**config.mk**
```make
export PLATFORM = sky130hd
export DESIGN_NAME = hid_key_events
export DESIGN_NICKNAME = d
export VERILOG_FILES = /design/src/rtl/hid_key_events.sv
export SDC_FILE = /design/constraint.sdc
export NUM_CORES = 1
export LEC_CHECK = 0
export CORE_ASPECT_RATIO = 1.4
export CORE_MARGIN = 2
export CORE_UTILIZATION = 53
export CTS_CLUSTER_DIAMETER = 120
export CTS_CLUSTER_SIZE = 30
export DETAILED_ROUTE_END_ITERATION = 12
export GPL_TIMING_DRIVEN = 0
export HOLD_SLACK_MARGIN = 0.03
export PLACE_DENSITY_LB_ADDON = 0.2
export REMOVE_ABC_BUFFERS = 1
export SYNTH_ARGS = -nofsm -noshare
export SYNTH_HDL_FRONTEND = slang
export SYNTH_SLANG_ARGS = --single-unit
```
**constraint.sdc**
```tcl
create_clock -name clk -period 9.7 [get_ports clk]
set_clock_uncertainty 0.1 [all_clocks]
set_input_delay 1.94 -clock clk [delete_from_list [all_inputs] [get_ports clk]]
set_output_delay 1.94 -clock clk [all_outputs]
set_load 0.01 [all_outputs]
```
**src/rtl/hid_key_events.sv**
```systemverilog
// Turns successive usb_hid_host keyboard reports into make/break events, one
// HID usage code per event, queued in a show-ahead FIFO with valid/ready.
module hid_key_events #(
  parameter int unsigned DEPTH   = 8,
  parameter logic [1:0]  KBD_TYP = 2'd1
) (
  input  logic                     clk,
  input  logic                     reset,
  input  logic [1:0]               usb_type,
  input  logic                     usb_report,
  input  logic [7:0]               key_modifiers,
  input  logic [7:0]               key1,
  input  logic [7:0]               key2,
  input  logic [7:0]               key3,
  input  logic [7:0]               key4,
  output logic                     ev_valid,
  input  logic                     ev_ready,
  output logic [7:0]               ev_code,
  output logic                     ev_make,
  output logic [$clog2(DEPTH):0]   ev_count,
  output logic                     overflow,
  output logic                     report_lost,
  output logic                     busy
);

  localparam int unsigned AW = $clog2(DEPTH);
  localparam int unsigned CW = AW + 1;

  typedef enum logic [2:0] {IDLE, MOD, BRK, MAK, COMMIT} state_t;

  state_t      state;
  logic [2:0]  idx;
  logic [1:0]  type_q;
  logic        pend_full;
  logic [39:0] pend;
  logic [7:0]  prev_mod, work_mod;
  logic [7:0]  prev_k [4];
  logic [7:0]  work_k [4];

  logic [8:0]    mem [DEPTH];
  logic [AW-1:0] wr_ptr, rd_ptr;

  logic        err_report, capture, disconnect, load, take;
  logic [39:0] load_data;
  logic        emit, emit_make, brk_hit, mak_hit;
  logic [7:0]  emit_code;
  logic        full, pop, push, drop;

  always_comb begin
    err_report = 1'b0;
    if (key1 != 8'h00 && key1 <= 8'h03) err_report = 1'b1;
    if (key2 != 8'h00 && key2 <= 8'h03) err_report = 1'b1;
    if (key3 != 8'h00 && key3 <= 8'h03) err_report = 1'b1;
    if (key4 != 8'h00 && key4 <= 8'h03) err_report = 1'b1;
  end

  assign capture    = usb_report && (usb_type == KBD_TYP) && !err_report;
  assign disconnect = (type_q == KBD_TYP) && (usb_type != KBD_TYP);
  assign load       = capture || disconnect;
  assign load_data  = capture ? {key_modifiers, key1, key2, key3, key4} : '0;
  assign take       = (state == IDLE) && pend_full;

  // A key is only a break/make if its code is absent from the other report,
  // so pure slot reordering yields nothing.
  always_comb begin
    emit      = 1'b0;
    emit_make = 1'b0;
    emit_code = '0;
    brk_hit   = 1'b0;
    mak_hit   = 1'b0;
    for (int unsigned j = 0; j < 4; j++) begin
      if (prev_k[idx[1:0]] == work_k[j]) brk_hit = 1'b1;
      if (work_k[idx[1:0]] == prev_k[j]) mak_hit = 1'b1;
    end
    case (state)
      MOD: if (work_mod[idx] != prev_mod[idx]) begin
        emit      = 1'b1;
        emit_code = 8'hE0 + {5'd0, idx};
        emit_make = work_mod[idx];
      end
      BRK: if (prev_k[idx[1:0]] != 8'h00 && !brk_hit) begin
        emit      = 1'b1;
        emit_code = prev_k[idx[1:0]];
      end
      MAK: if (work_k[idx[1:0]] != 8'h00 && !mak_hit) begin
        emit      = 1'b1;
        emit_code = work_k[idx[1:0]];
        emit_make = 1'b1;
      end
      default: ;
    endcase
  end

  always_ff @(posedge clk) begin
    if (reset) begin
      state       <= IDLE;
      idx         <= '0;
      busy        <= 1'b0;
      type_q      <= '0;
      pend_full   <= 1'b0;
      pend        <= '0;
      report_lost <= 1'b0;
      prev_mod    <= '0;
      work_mod    <= '0;
      for (int unsigned i = 0; i < 4; i++) begin
        prev_k[i] <= '0;
        work_k[i] <= '0;
      end
    end else begin
      type_q <= usb_type;
      // A load in the same cycle IDLE takes the buffer is not a loss.
      if (load) begin
        pend      <= load_data;
        pend_full <= 1'b1;
        if (pend_full && !take) report_lost <= 1'b1;
      end else if (take) begin
        pend_full <= 1'b0;
      end

      case (state)
        IDLE: if (pend_full) begin
          work_mod  <= pend[39:32];
          work_k[0] <= pend[31:24];
          work_k[1] <= pend[23:16];
          work_k[2] <= pend[15:8];
          work_k[3] <= pend[7:0];
          idx       <= '0;
          state     <= MOD;
          busy      <= 1'b1;
        end
        MOD: begin
          idx <= idx + 3'd1;
          if (idx == 3'd7) state <= BRK;
        end
        BRK: begin
          idx <= (idx == 3'd3) ? 3'd0 : idx + 3'd1;
          if (idx == 3'd3) state <= MAK;
        end
        MAK: begin
          idx <= (idx == 3'd3) ? 3'd0 : idx + 3'd1;
          if (idx == 3'd3) state <= COMMIT;
        end
        COMMIT: begin
          prev_mod <= work_mod;
          for (int unsigned i = 0; i < 4; i++) prev_k[i] <= work_k[i];
          state <= IDLE;
          busy  <= 1'b0;
        end
        default: state <= IDLE;
      endcase
    end
  end

  assign ev_valid = (ev_count != '0);
  assign ev_code  = mem[rd_ptr][7:0];
  assign ev_make  = mem[rd_ptr][8];
  assign full     = (ev_count == CW'(DEPTH));
  assign pop      = ev_valid && ev_ready;
  assign push     = emit && (!full || pop);
  assign drop     = emit && full && !pop;

  always_ff @(posedge clk) begin
    if (reset) begin
      wr_ptr   <= '0;
      rd_ptr   <= '0;
      ev_count <= '0;
      overflow <= 1'b0;
      for (int unsigned i = 0; i < DEPTH; i++) mem[i] <= '0;
    end else begin
      if (push) begin
        mem[wr_ptr] <= {emit_make, emit_code};
        wr_ptr      <= wr_ptr + AW'(1);
      end
      if (pop) rd_ptr <= rd_ptr + AW'(1);
      case ({push, pop})
        2'b10:   ev_count <= ev_count + CW'(1);
        2'b01:   ev_count <= ev_count - CW'(1);
        default: ev_count <= ev_count;
      endcase
      if (drop) overflow <= 1'b1;
    end
  end

endmodule

```
==> impl_metrics.py <==
metrics = {
    "sta": {
        "maxSlewHeadroom_pct": 15.3,
        "hold_ws_ns": 0.368,
        "max_freq_mhz": 197,
        "tightest_slew_ns": 1.27,
        "period_needed_ns": 5.07,
        "post-route-period-util_pct": 52.3,
        "finalSetupViolCount": 0,
        "drv_slew": 0,
        "rsz0062_at_grt": "no",
        "hold_viol": 0,
    },
    "pwr": {
        "swShare_pct": 25.5,
        "p_leak_nw": 3.70,
        "pwr-share-seq_pct": 56.5,
        "switchingPower_mw": 0.487,
        "p_comb_share_pct": 17.1,
        "cellPowerDensity_nw_per_um2": 171,
        "internal_power_mw": 1.42,
        "p_clk_share_pct": 26.4,
        "peakVddDrop_mv": 0.123,
    },
    "logic_synthesis": {
        "ys.flop_type": "edfxtp_1",
        "synth-seq-cells": 219,
        "ys_seq_area_share_pct": 56.4,
        "syn_area_sq_um": 10200,
        "postSynthCellCount": 819,
        "synthArstFlopShare_pct": 0,
        "synth_edf_count": 136,
        "ys_warn_count": 0,
        "ys_types": 55,
        "synth.avg_cell_area_sq_um": 12.4,
    },
    "grt": {
        "grt_pass1_vias": 6542,
        "grt_max_degree": 43,
        "grt-ovfl-total": 0,
        "antenna_found_initial": 0,
        "grt_use_total_pct": 20.7,
        "grt_pass1_wl_um": 33300,
    },
    "routing": {
        "antenna_left": 0,
        "viasPerCell": 5.73,
        "drt_wl_total_um": 20500,
        "drt-wirelength-per-cell_um": 18.8,
        "drt_iter0_drc": 417,
        "dr.pass1.iters": 5,
        "route.vias.total": 6250,
        "drc": 0,
    },
    "cells_and_area": {
        "antenna_cells": 0,
        "final_common_cell": "nor2_1",
        "drive_gt1_share_pct": 9.61,
        "post-route-cell-area_sq_um": 11200,
        "seq_area_sq_um": 5750,
        "final_cell_mix": "nor2_1, edfxtp_1, dfxtp_1, xnor2_1, and2_1",
        "nFillCells": 1552,
        "num-nets-final": 895,
        "multi_input_area_sq_um": 4080,
        "area_growth_pct": 9.87,
    },
    "worst_setup_path": {
        "required_ns": 7.66,
        "critical_path_class": "flop to primary output",
        "start_kind": "flop",
        "critical_path.max_fanout": 18,
        "crit_arrival_ns": 3.03,
        "end_kind": "primary output",
    },
    "die": {
        "die_h_um": 168,
        "die_x_um": 121,
        "pin_count": 63,
        "floorplan.initialDensity_pct": 53.4,
        "die-area_sq_um": 20400,
        "core_sq_um": 19100,
        "rows": 60,
    },
    "clocking": {
        "cts.reportedPaths.clkPinSlew_ns": 0.11,
        "cts_root_buf": "clkbuf_16",
        "htreeDepth": 1,
        "ctsHoldBuffers": 0,
        "cts_tree": "yes",
        "clock-sinks": 219,
        "cts_made_buffers": 11,
        "postCtsSetupBuffers": 0,
        "clk_path_buf_depth": 3,
        "post_cts_resized": 0,
        "worstSkewPairLatency_ns": 0.47,
    },
    "place": {
        "globalplace.congestion": 0.899,
        "place_area_sq_um": 10900,
        "place_hpwl_um": 15400,
        "port_buffers": 62,
    },
    "flow_run": {
        "cap_violations": 0,
    },
    "hold_path": {
        "holdCritStartpoint": "busy",
        "hp-class": "flop to flop",
    },
    "outcome": {
        "status": "completed",
    },
}
-- synth_stat cells, types with 3 or more instances --
| cell type | number | area [sq um] |
|---|---|---|
| dfxtp_1 | 83 | 1660 |
| buf_4 | 5 | 37.5 |
| mux4_2 | 32 | 721 |
| xnor2_1 | 65 | 569 |
| and2_1 | 65 | 407 |
| nor4_4 | 4 | 85.1 |
| nor2_2 | 3 | 18.8 |
| clkbuf_2 | 3 | 15.0 |
| mux2_2 | 9 | 101 |
| clkbuf_1 | 30 | 113 |
| a222oi_1 | 3 | 30.0 |
| nand2b_1 | 11 | 68.8 |
| inv_1 | 11 | 41.3 |
| nor3b_1 | 3 | 22.5 |
| nor2_1 | 144 | 541 |
| nand2_1 | 18 | 67.6 |
| nor4_1 | 7 | 43.8 |
| buf_2 | 14 | 70.1 |
| nor3_1 | 8 | 40.0 |
| nand4_1 | 16 | 100 |
| a22oi_1 | 45 | 338 |
| or3_1 | 7 | 43.8 |
| ha_1 | 9 | 113 |
| mux4_1 | 6 | 158 |
| buf_6 | 7 | 78.8 |
| xor2_1 | 3 | 26.3 |
| a22o_1 | 16 | 140 |
| mux2i_1 | 3 | 30.0 |
| o21ai_0 | 4 | 20.0 |
| edfxtp_1 | 136 | 4080 |
| a21oi_1 | 9 | 45.0 |
| nor2b_1 | 5 | 31.3 |
| or4_1 | 5 | 37.5 |
| a221oi_1 | 3 | 26.3 |
-- worst max-delay path, cell delays in order, from the launching register on --
cell and delay, ns:
dfxtp_1 1.15, mux4_2 0.63, mux2_2 0.28, clkdlybuf4s50_1 0.49
-- logic make-up after synthesis --
logic type               synth area share [%]
AND/OR/NAND/NOR                          15.5
flip-flops                               56.4
AO/OA/AOI/OAI                            7.20
buffers and inverters                    3.76
XOR/XNOR                                 5.84
multiplexers                             10.1
adder cells (fa/ha/maj)                  1.30
-- metrics by stage --
stage               utilization (%)  TNS, ns  power (mW)  setup WS, ns  std cells
finish                         58.7        0        1.91          4.63       1091
global route                   58.7        0        1.99          4.38       1091
CTS                            58.7        0        1.92          4.52       1091
detailed placement             57.0        0        1.43          4.66       1074
global placement               56.5   -47.71        1.41         -1.17       1067
floorplan                         -        0        1.29          2.34        757
-- sequential cells by signal, summed over array words and instances, names as in the netlist, 4 cells and up, named ones only --
signal	count
work_k	32
pend	40
prev_mod	8
mem	72
work_mod	8
prev_k	32
ev_count	4
-- layer usage --
metal | wire, um | vias up | track usage [%]
li1 | - | 2999 | -
met1 | 7390 | 3053 | 22.4
met2 | 11600 | 152 | 40.3
met3 | 687 | 46 | 1.96
met4 | 741 | 0 | 8.75
met5 | 0 | - | 0
-- power groups by stage --
stage | Clock (mW) | Sequential [mW] | Combinational, mW
CTS | 0.516 | 1.08 | 0.327
detailed placement | 0 | 1.10 | 0.325
global route | 0.548 | 1.09 | 0.357
global placement | 0 | 1.10 | 0.315
finish | 0.505 | 1.08 | 0.326
floorplan | 0 | 1.09 | 0.207
-- cell type report --
| type | instances | area share [%] |
|---|---|---|
| repair buffers | 69 | 6.18 |
| clock buffers | 16 | 2.63 |
| clock inverters | 1 | 0.268 |
| inverters | 11 | 0.369 |
| well taps | 248 | 2.77 |
| flip-flops and latches | 219 | 51.3 |
| multi-input cells | 527 | 36.5 |
-- worst paths after layout --
check | end | slack, ns | cells past startpoint
max | ev_code[3] | 4.63 | 3
min reg2reg | busy | 0.37 | 1
min | busy | 0.37 | 1
max reg2reg | mem[4][0] | 4.73 | 8
(Power assumes the default switching activity.)
